<file path="src/rtl/huffman_frame_ctrl_if.sv">
// Symbol-stream and encoder-side signals of the Huffman frame sequencer.
// The controller sits on the slave modport; the upstream source and the encoder model sit on master.
interface huffman_frame_ctrl_if #(
  parameter int SYM_W = 4
);
  logic             s_valid;
  logic             s_ready;
  logic [SYM_W-1:0] s_data;
  logic             s_last;
  logic             enc_start;
  logic             enc_start_done;
  logic [SYM_W-1:0] enc_data_in;
  logic             enc_output_start;
  logic             enc_output_data;
  logic             enc_output_done;

  modport slave (
    input  s_valid, s_data, s_last,
    input  enc_output_start, enc_output_data, enc_output_done,
    output s_ready, enc_start, enc_start_done, enc_data_in
  );

  modport master (
    output s_valid, s_data, s_last,
    output enc_output_start, enc_output_data, enc_output_done,
    input  s_ready, enc_start, enc_start_done, enc_data_in
  );
endinterface

</file>
<file path="src/rtl/huffman_frame_ctrl.sv">
// Buffers one frame of symbols, replays it gap-free to the Huffman encoder, then
// supervises the serial output phase and reports per-frame symbol/bit statistics.
module huffman_frame_ctrl #(
  parameter int SYM_W      = 4,
  parameter int FIFO_DEPTH = 64,
  parameter int BITS_W     = 16,
  parameter int TIMEOUT    = 4096
) (
  input  logic                          i_clk,
  input  logic                          i_rst,
  huffman_frame_ctrl_if.slave           bus,
  output logic                          o_busy,
  output logic                          o_frame_valid,
  output logic [$clog2(FIFO_DEPTH):0]   o_frame_syms,
  output logic [BITS_W-1:0]             o_frame_bits,
  output logic                          o_err_trunc,
  output logic                          o_err_timeout
);
  localparam int AW = $clog2(FIFO_DEPTH);
  localparam int CW = AW + 1;
  localparam int TW = $clog2(TIMEOUT + 1);

  typedef enum logic [2:0] {
    COLLECT, START, STREAM, WAIT_OUT, SHIFT, REPORT
  } state_t;

  state_t            r_state, w_state_nxt;
  logic [SYM_W-1:0]  r_mem [FIFO_DEPTH];
  logic [AW-1:0]     r_wr_ptr, r_rd_ptr;
  logic [CW-1:0]     r_count, r_syms;
  logic              r_trunc;
  logic [BITS_W-1:0] r_bit_cnt, w_bit_nxt;
  logic [TW-1:0]     r_tmo;
  logic [CW-1:0]     r_frame_syms;
  logic [BITS_W-1:0] r_frame_bits;
  logic              r_frame_trunc;

  logic w_full, w_push, w_fill, w_close;
  logic w_in_out, w_tmo, w_out_start, w_out_done, w_bit_upd;
  logic w_unused_obit;

  // The serial bit value is only observed, never interpreted.
  assign w_unused_obit = bus.enc_output_data;

  assign w_full      = (r_count == CW'(FIFO_DEPTH));
  assign w_push      = (r_state == COLLECT) && bus.s_valid && !w_full;
  assign w_fill      = w_push && (r_count == CW'(FIFO_DEPTH - 1));
  assign w_close     = w_push && (bus.s_last || w_fill);
  assign w_in_out    = (r_state == WAIT_OUT) || (r_state == SHIFT);
  assign w_tmo       = w_in_out && (r_tmo == TW'(TIMEOUT - 1));
  assign w_out_start = (r_state == WAIT_OUT) && bus.enc_output_start;
  assign w_out_done  = (w_out_start && bus.enc_output_done) ||
                       ((r_state == SHIFT) && bus.enc_output_done);
  assign w_bit_upd   = w_out_start || (r_state == SHIFT);

  always_comb begin
    w_bit_nxt = r_bit_cnt;
    if (r_state == WAIT_OUT)
      w_bit_nxt = BITS_W'(1);
    else if (r_bit_cnt != '1)
      w_bit_nxt = r_bit_cnt + 1'b1;
  end

  always_ff @(posedge i_clk) begin
    if (i_rst) r_state <= COLLECT;
    else       r_state <= w_state_nxt;
  end

  // Timeout takes priority over a completion landing on the same cycle.
  always_comb begin
    w_state_nxt = r_state;
    unique case (r_state)
      COLLECT:  if (w_close) w_state_nxt = START;
      START:    w_state_nxt = STREAM;
      STREAM:   if (r_count == CW'(1)) w_state_nxt = WAIT_OUT;
      WAIT_OUT: begin
        if (w_tmo)            w_state_nxt = COLLECT;
        else if (w_out_start) w_state_nxt = bus.enc_output_done ? REPORT : SHIFT;
      end
      SHIFT: begin
        if (w_tmo)                     w_state_nxt = COLLECT;
        else if (bus.enc_output_done)  w_state_nxt = REPORT;
      end
      REPORT:   w_state_nxt = COLLECT;
      default:  w_state_nxt = COLLECT;
    endcase
  end

  always_comb begin
    bus.s_ready        = 1'b0;
    bus.enc_start      = 1'b0;
    bus.enc_start_done = 1'b0;
    bus.enc_data_in    = '0;
    o_busy             = (r_state != COLLECT);
    o_frame_valid      = (r_state == REPORT);
    o_err_timeout      = w_tmo;
    o_frame_syms       = r_frame_syms;
    o_frame_bits       = r_frame_bits;
    o_err_trunc        = r_frame_trunc;
    unique case (r_state)
      COLLECT: bus.s_ready = !w_full;
      START:   bus.enc_start = 1'b1;
      STREAM: begin
        bus.enc_data_in    = r_mem[r_rd_ptr];
        bus.enc_start_done = (r_count == CW'(1));
      end
      default: ;
    endcase
  end

  always_ff @(posedge i_clk) begin
    if (w_push) r_mem[r_wr_ptr] <= bus.s_data;
  end

  always_ff @(posedge i_clk) begin
    if (i_rst) begin
      r_wr_ptr      <= '0;
      r_rd_ptr      <= '0;
      r_count       <= '0;
      r_syms        <= '0;
      r_trunc       <= 1'b0;
      r_bit_cnt     <= '0;
      r_tmo         <= '0;
      r_frame_syms  <= '0;
      r_frame_bits  <= '0;
      r_frame_trunc <= 1'b0;
    end else begin
      if (w_push) begin
        r_wr_ptr <= r_wr_ptr + 1'b1;
        r_count  <= r_count + 1'b1;
      end
      // Only the closing push decides truncation: a fill that carries s_last is a clean frame.
      if (w_close)             r_trunc <= !bus.s_last;
      if (r_state == START)    r_syms  <= r_count;
      if (r_state == STREAM) begin
        r_rd_ptr <= r_rd_ptr + 1'b1;
        r_count  <= r_count - 1'b1;
        r_tmo    <= '0;
      end
      if (w_in_out)  r_tmo     <= r_tmo + 1'b1;
      if (w_bit_upd) r_bit_cnt <= w_bit_nxt;
      if (w_out_done && !w_tmo) begin
        r_frame_syms  <= r_syms;
        r_frame_bits  <= w_bit_nxt;
        r_frame_trunc <= r_trunc;
      end
      if (w_tmo) begin
        r_wr_ptr <= '0;
        r_rd_ptr <= '0;
        r_count  <= '0;
      end
    end
  end
endmodule
</file>
<file path="src/flat_wrapper.sv">
// flat-port wrapper written by rule: the top's interface ports become plain ports
module huffman_frame_ctrl_flat 
#(
  parameter int SYM_W      = 4,
  parameter int FIFO_DEPTH = 64,
  parameter int BITS_W     = 16,
  parameter int TIMEOUT    = 4096
)
  (i_clk, i_rst, o_busy, o_frame_valid, o_frame_syms, o_frame_bits, o_err_trunc, o_err_timeout, bus_s_valid, bus_s_data, bus_s_last, bus_enc_output_start, bus_enc_output_data, bus_enc_output_done, bus_s_ready, bus_enc_start, bus_enc_start_done, bus_enc_data_in);
  huffman_frame_ctrl_if #(.SYM_W(SYM_W)) bus_i ();
  input  logic i_clk;
  input  logic i_rst;
  output logic o_busy;
  output logic o_frame_valid;
  output logic [$clog2(FIFO_DEPTH):0] o_frame_syms;
  output logic [BITS_W-1:0] o_frame_bits;
  output logic o_err_trunc;
  output logic o_err_timeout;
  input wire logic [$bits(bus_i.s_valid)-1:0] bus_s_valid;
  input wire logic [$bits(bus_i.s_data)-1:0] bus_s_data;
  input wire logic [$bits(bus_i.s_last)-1:0] bus_s_last;
  input wire logic [$bits(bus_i.enc_output_start)-1:0] bus_enc_output_start;
  input wire logic [$bits(bus_i.enc_output_data)-1:0] bus_enc_output_data;
  input wire logic [$bits(bus_i.enc_output_done)-1:0] bus_enc_output_done;
  output wire logic [$bits(bus_i.s_ready)-1:0] bus_s_ready;
  output wire logic [$bits(bus_i.enc_start)-1:0] bus_enc_start;
  output wire logic [$bits(bus_i.enc_start_done)-1:0] bus_enc_start_done;
  output wire logic [$bits(bus_i.enc_data_in)-1:0] bus_enc_data_in;
  assign bus_i.s_valid = bus_s_valid;
  assign bus_i.s_data = bus_s_data;
  assign bus_i.s_last = bus_s_last;
  assign bus_i.enc_output_start = bus_enc_output_start;
  assign bus_i.enc_output_data = bus_enc_output_data;
  assign bus_i.enc_output_done = bus_enc_output_done;
  assign bus_s_ready = bus_i.s_ready;
  assign bus_enc_start = bus_i.enc_start;
  assign bus_enc_start_done = bus_i.enc_start_done;
  assign bus_enc_data_in = bus_i.enc_data_in;
  huffman_frame_ctrl #(.SYM_W(SYM_W), .FIFO_DEPTH(FIFO_DEPTH), .BITS_W(BITS_W), .TIMEOUT(TIMEOUT)) u_core (.i_clk(i_clk), .i_rst(i_rst), .bus(bus_i), .o_busy(o_busy), .o_frame_valid(o_frame_valid), .o_frame_syms(o_frame_syms), .o_frame_bits(o_frame_bits), .o_err_trunc(o_err_trunc), .o_err_timeout(o_err_timeout));
endmodule
</file>
<file path="config.mk">
export PLATFORM = sky130hd
export DESIGN_NAME = huffman_frame_ctrl_flat
export DESIGN_NICKNAME = d
export VERILOG_FILES = /design/src/rtl/huffman_frame_ctrl_if.sv /design/src/rtl/huffman_frame_ctrl.sv /design/src/flat_wrapper.sv
export SDC_FILE = /design/constraint.sdc
export NUM_CORES = 1
export LEC_CHECK = 0
export CAP_MARGIN = 25
export CORE_ASPECT_RATIO = 0.8
export CORE_MARGIN = 2
export CORE_UTILIZATION = 50
export CTS_CLUSTER_DIAMETER = 200
export DETAILED_ROUTE_END_ITERATION = 10
export HOLD_SLACK_MARGIN = 0.12
export PLACE_DENSITY = 0.71
export SLEW_MARGIN = 25
export SYNTH_ARGS = -nofsm -noshare
export SYNTH_HDL_FRONTEND = slang
export SYNTH_SLANG_ARGS = --single-unit
</file>
<file path="constraint.sdc">
create_clock -name i_clk -period 3.3 [get_ports i_clk]
set_input_delay 0.825 -clock i_clk [delete_from_list [all_inputs] [get_ports i_clk]]
set_output_delay 0.825 -clock i_clk [all_outputs]
set_load 0.01 [all_outputs]
</file>
==> run metrics <==
ys flop type edfxtp_1; area delta synth->final 17.77%; CP arrival 2500 ps; Synth Cell Area 14440 sq um; fin area 17010 sq um; Synth cell types 71; ant diodes 0; Post-Route Setup TNS -52.07 ps; Die H 156.0 microns; register bit total from synthesis 345; initial core utilization 0.5094; Pint 0.007232 W; io pins 45; Max clock buf depth 3; Wirelength per Cell 22.02 microns; fin crit period 3330 ps; overall die width 194.0 microns; core area 28350 sq um; PwrDens 537.5 nW/um^2; cts hold-fix bufs 0; CP required 2470 ps; pre-CTS WS 90.87 ps; GRT Total Usage 0.2193; H-tree depth 2; synth warn 0; Hold Path Class reg -> reg; CP Launch Type flop; clk sinks 345; fraction of layout cells with a size suffix above 1 0.2317; P_leak 5.322 nW; global route overflow 0; Pwr Total 0.009142 W; Detail Route Antenna Nets 0; Mapped Cells 1006; worst slew pin tran 685.8 ps; RSZ-0062 raised after global routing true; Root Buffer clkbuf_16; Slew Limit Fails 0; Final WS setup -29.83 ps; Worst-path clk slew 60 ps; clock group share of total power 0.433; Reg area 9480 sq um; register area share after synthesis 0.6556; CP Max Fanout 12; final setup vio count 3; pin count of the biggest net entering global routing 65; Hold Path Sink u_core.o_frame_syms[0]$_SDFFE_PP0P_; Post-Route WL 32.57 mm; R2R cell count 7; initial antenna violation count 0; Cell Area, Placed 15420 sq um; # port buffers 43; VDD IR max 0.4747 mV; Max-slew headroom 0.5428; Tcrit/Tclk final 1.009; # fillers 2142; Synth async-reset ratio 0; vias 8823; Net Count, Synth 1025; # DRC 0; NetSw 0.001911 W; DP Wirelength 20.19 mm; multi-input combinational cell area 4836 sq um; Final nets 1103; Gate power share 0.050; Worst-Skew Late Latency 520 ps; first-pass GRT wire length 51.06 mm; Crit. End Element output pin; syn avg cell area 14.36 sq um; Hold Startpoint u_core.o_frame_syms[0]$_SDFFE_PP0P_; Hold Vio Cnt, Final 0; TritonCTS clock tree built; Reg power frac 0.517; status finished, violations left; critical path class reg -> out; reg2reg setup slack 590 ps; die area 30270 sq um; vias in the first global route 8567; final non-filler cell total 1479; DR iter-0 viols 797; beginning of the worst register-to-register path u_core.r_count[0]$_SDFFE_PP0P_; Post-synth EDFFs 256; CTS Buf Count 35; setup skew after layout 25.53 ps; Max Cap Viol 0; row cnt 55; Max Clock Freq 300.3 MHz; switching share of power 0.2090; first-pass iteration count of the detailed router 6; Min-Delay Path Depth 2; placed insts 1396; worst reg2reg endpoint u_core.r_mem[17][2]$_DFFE_PP_; routed vias/inst 5.966; failing checks setup timing; GP Congestion 0.8312
[timing repair]
| item | in CTS | in global routing |
|---|---|---|
| resized for setup | 54 | 10 |
| gates cloned | 2 | 0 |
| buffers inserted | 16 | 5 |
| setup endpoints to repair | 6 | 5 |
| pin swaps | 7 | 5 |
[metal layers]
layer	part of all wire	track usage	vias to the layer above
li1	-	-	4039
met1	0.45	0.3340	4376
met2	0.44	0.3218	352
met3	0.080	0.04172	56
met4	0.025	0.06494	0
met5	0	0	-
[sequential cells by signal, indices dropped and copies added, names as in the netlist, named ones only]
signal               flops
u_core.r_mem           256
u_core.o_frame_bits     16
u_core.r_bit_cnt        16
u_core.r_tmo            13
u_core.o_frame_syms      7
u_core.r_count           7
u_core.r_syms            7
u_core.r_rd_ptr          6
u_core.r_wr_ptr          6
u_core.r_state           3
u_core.o_err_trunc       1
u_core.r_trunc           1
[Yosys cell counts, drive strengths merged, types with 6 or more instances]
master | instances | area, sq um
mux4 | 64 | 1441
dfxtp | 89 | 1782
buf | 38 | 187.7
mux2 | 10 | 112.6
ha | 8 | 100.1
o21ai | 19 | 95.09
nor4 | 10 | 68.81
nand3 | 21 | 115.1
xnor2 | 12 | 105.1
or3 | 9 | 56.30
a21oi | 42 | 214.0
nand4 | 13 | 87.58
nand3b | 11 | 90.08
nor2 | 122 | 457.9
xor2 | 12 | 105.1
edfxtp | 256 | 7687
o22ai | 8 | 50.05
nand2 | 74 | 277.8
o2bb2ai | 12 | 167.7
a311oi | 11 | 96.34
a211oi | 12 | 90.09
clkbuf | 30 | 113.9
mux2i | 20 | 200.2
inv | 8 | 30.03
nor3 | 18 | 90.09
a31oi | 6 | 37.54
[placed cells by master, fill, tap and decap left out, drive strengths merged, types with 21 or more instances in the layout]
cell type and instances:
nor2 122, nand3 21, clkdlybuf4s50 32, dfxtp 89, mux4 64, clkbuf 49
a21oi 42, buf 74, edfxtp 256, nand2 74
[worst max-delay path, cell delays in order, from the launching register on]
cell       delay [ps]
dfxtp_4           380
buf_12            140
buf_12            110
buf_16            140
mux4_2            530
o22ai_1           140
o21ai_1           130
o2111ai_4         140
o31ai_4           110
buf_2             150
[cells by family after synthesis]
kind of cell,after synthesis,synth area share
fa+ha+maj,8,0.006930
compound gates,145,0.07329
xor+xnor,24,0.01455
mux,94,0.1214
simple gates,314,0.1052
buf+inv,76,0.02296
flops,345,0.6556
[through the flow]
step,hold slack [ps],utilization
after floorplan,431.2,-
after global placement,443.2,0.5438
after detailed placement,447.1,0.5438
after CTS,455.7,0.5980
after global routing,474.5,0.6000
final,452.1,0.6000
[final cells by class]
type	instances	share of cell area
clock inverters	13	0.008900
multi-input cells	585	0.2843
well taps	370	0.02722
repair buffers	109	0.06164
clock buffers	49	0.05885
inverters	8	0.001765
flip-flops and latches	345	0.5573
[power by group through the flow]
| stage | logic, W | clock network, W | registers, W |
|---|---|---|---|
| after floorplan | 0.000260 | 0 | 0.00479 |
| after global placement | 0.000409 | 0 | 0.00482 |
| after detailed placement | 0.000415 | 0 | 0.00482 |
| after CTS | 0.000450 | 0.00403 | 0.00472 |
| after global routing | 0.000497 | 0.00419 | 0.00473 |
| final | 0.000457 | 0.00396 | 0.00472 |
[worst max path at each step]
stage | start | endpoint | slack [ps] | depth (start not counted)
6_report | flop | bus_enc_data_in[0] | -30 | 9
5_1_grt | flop | bus_enc_data_in[1] | -80 | 6
4_1_cts | flop | bus_enc_data_in[0] | -30 | 6
3_5_place_dp | flop | bus_enc_data_in[0] | 90 | 7
3_3_place_gp | flop | bus_enc_data_in[3] | 70 | 7
2_1_floorplan | flop | bus_enc_data_in[0] | 560 | 6
No activity file was read; power rests on OpenSTA's default activity.
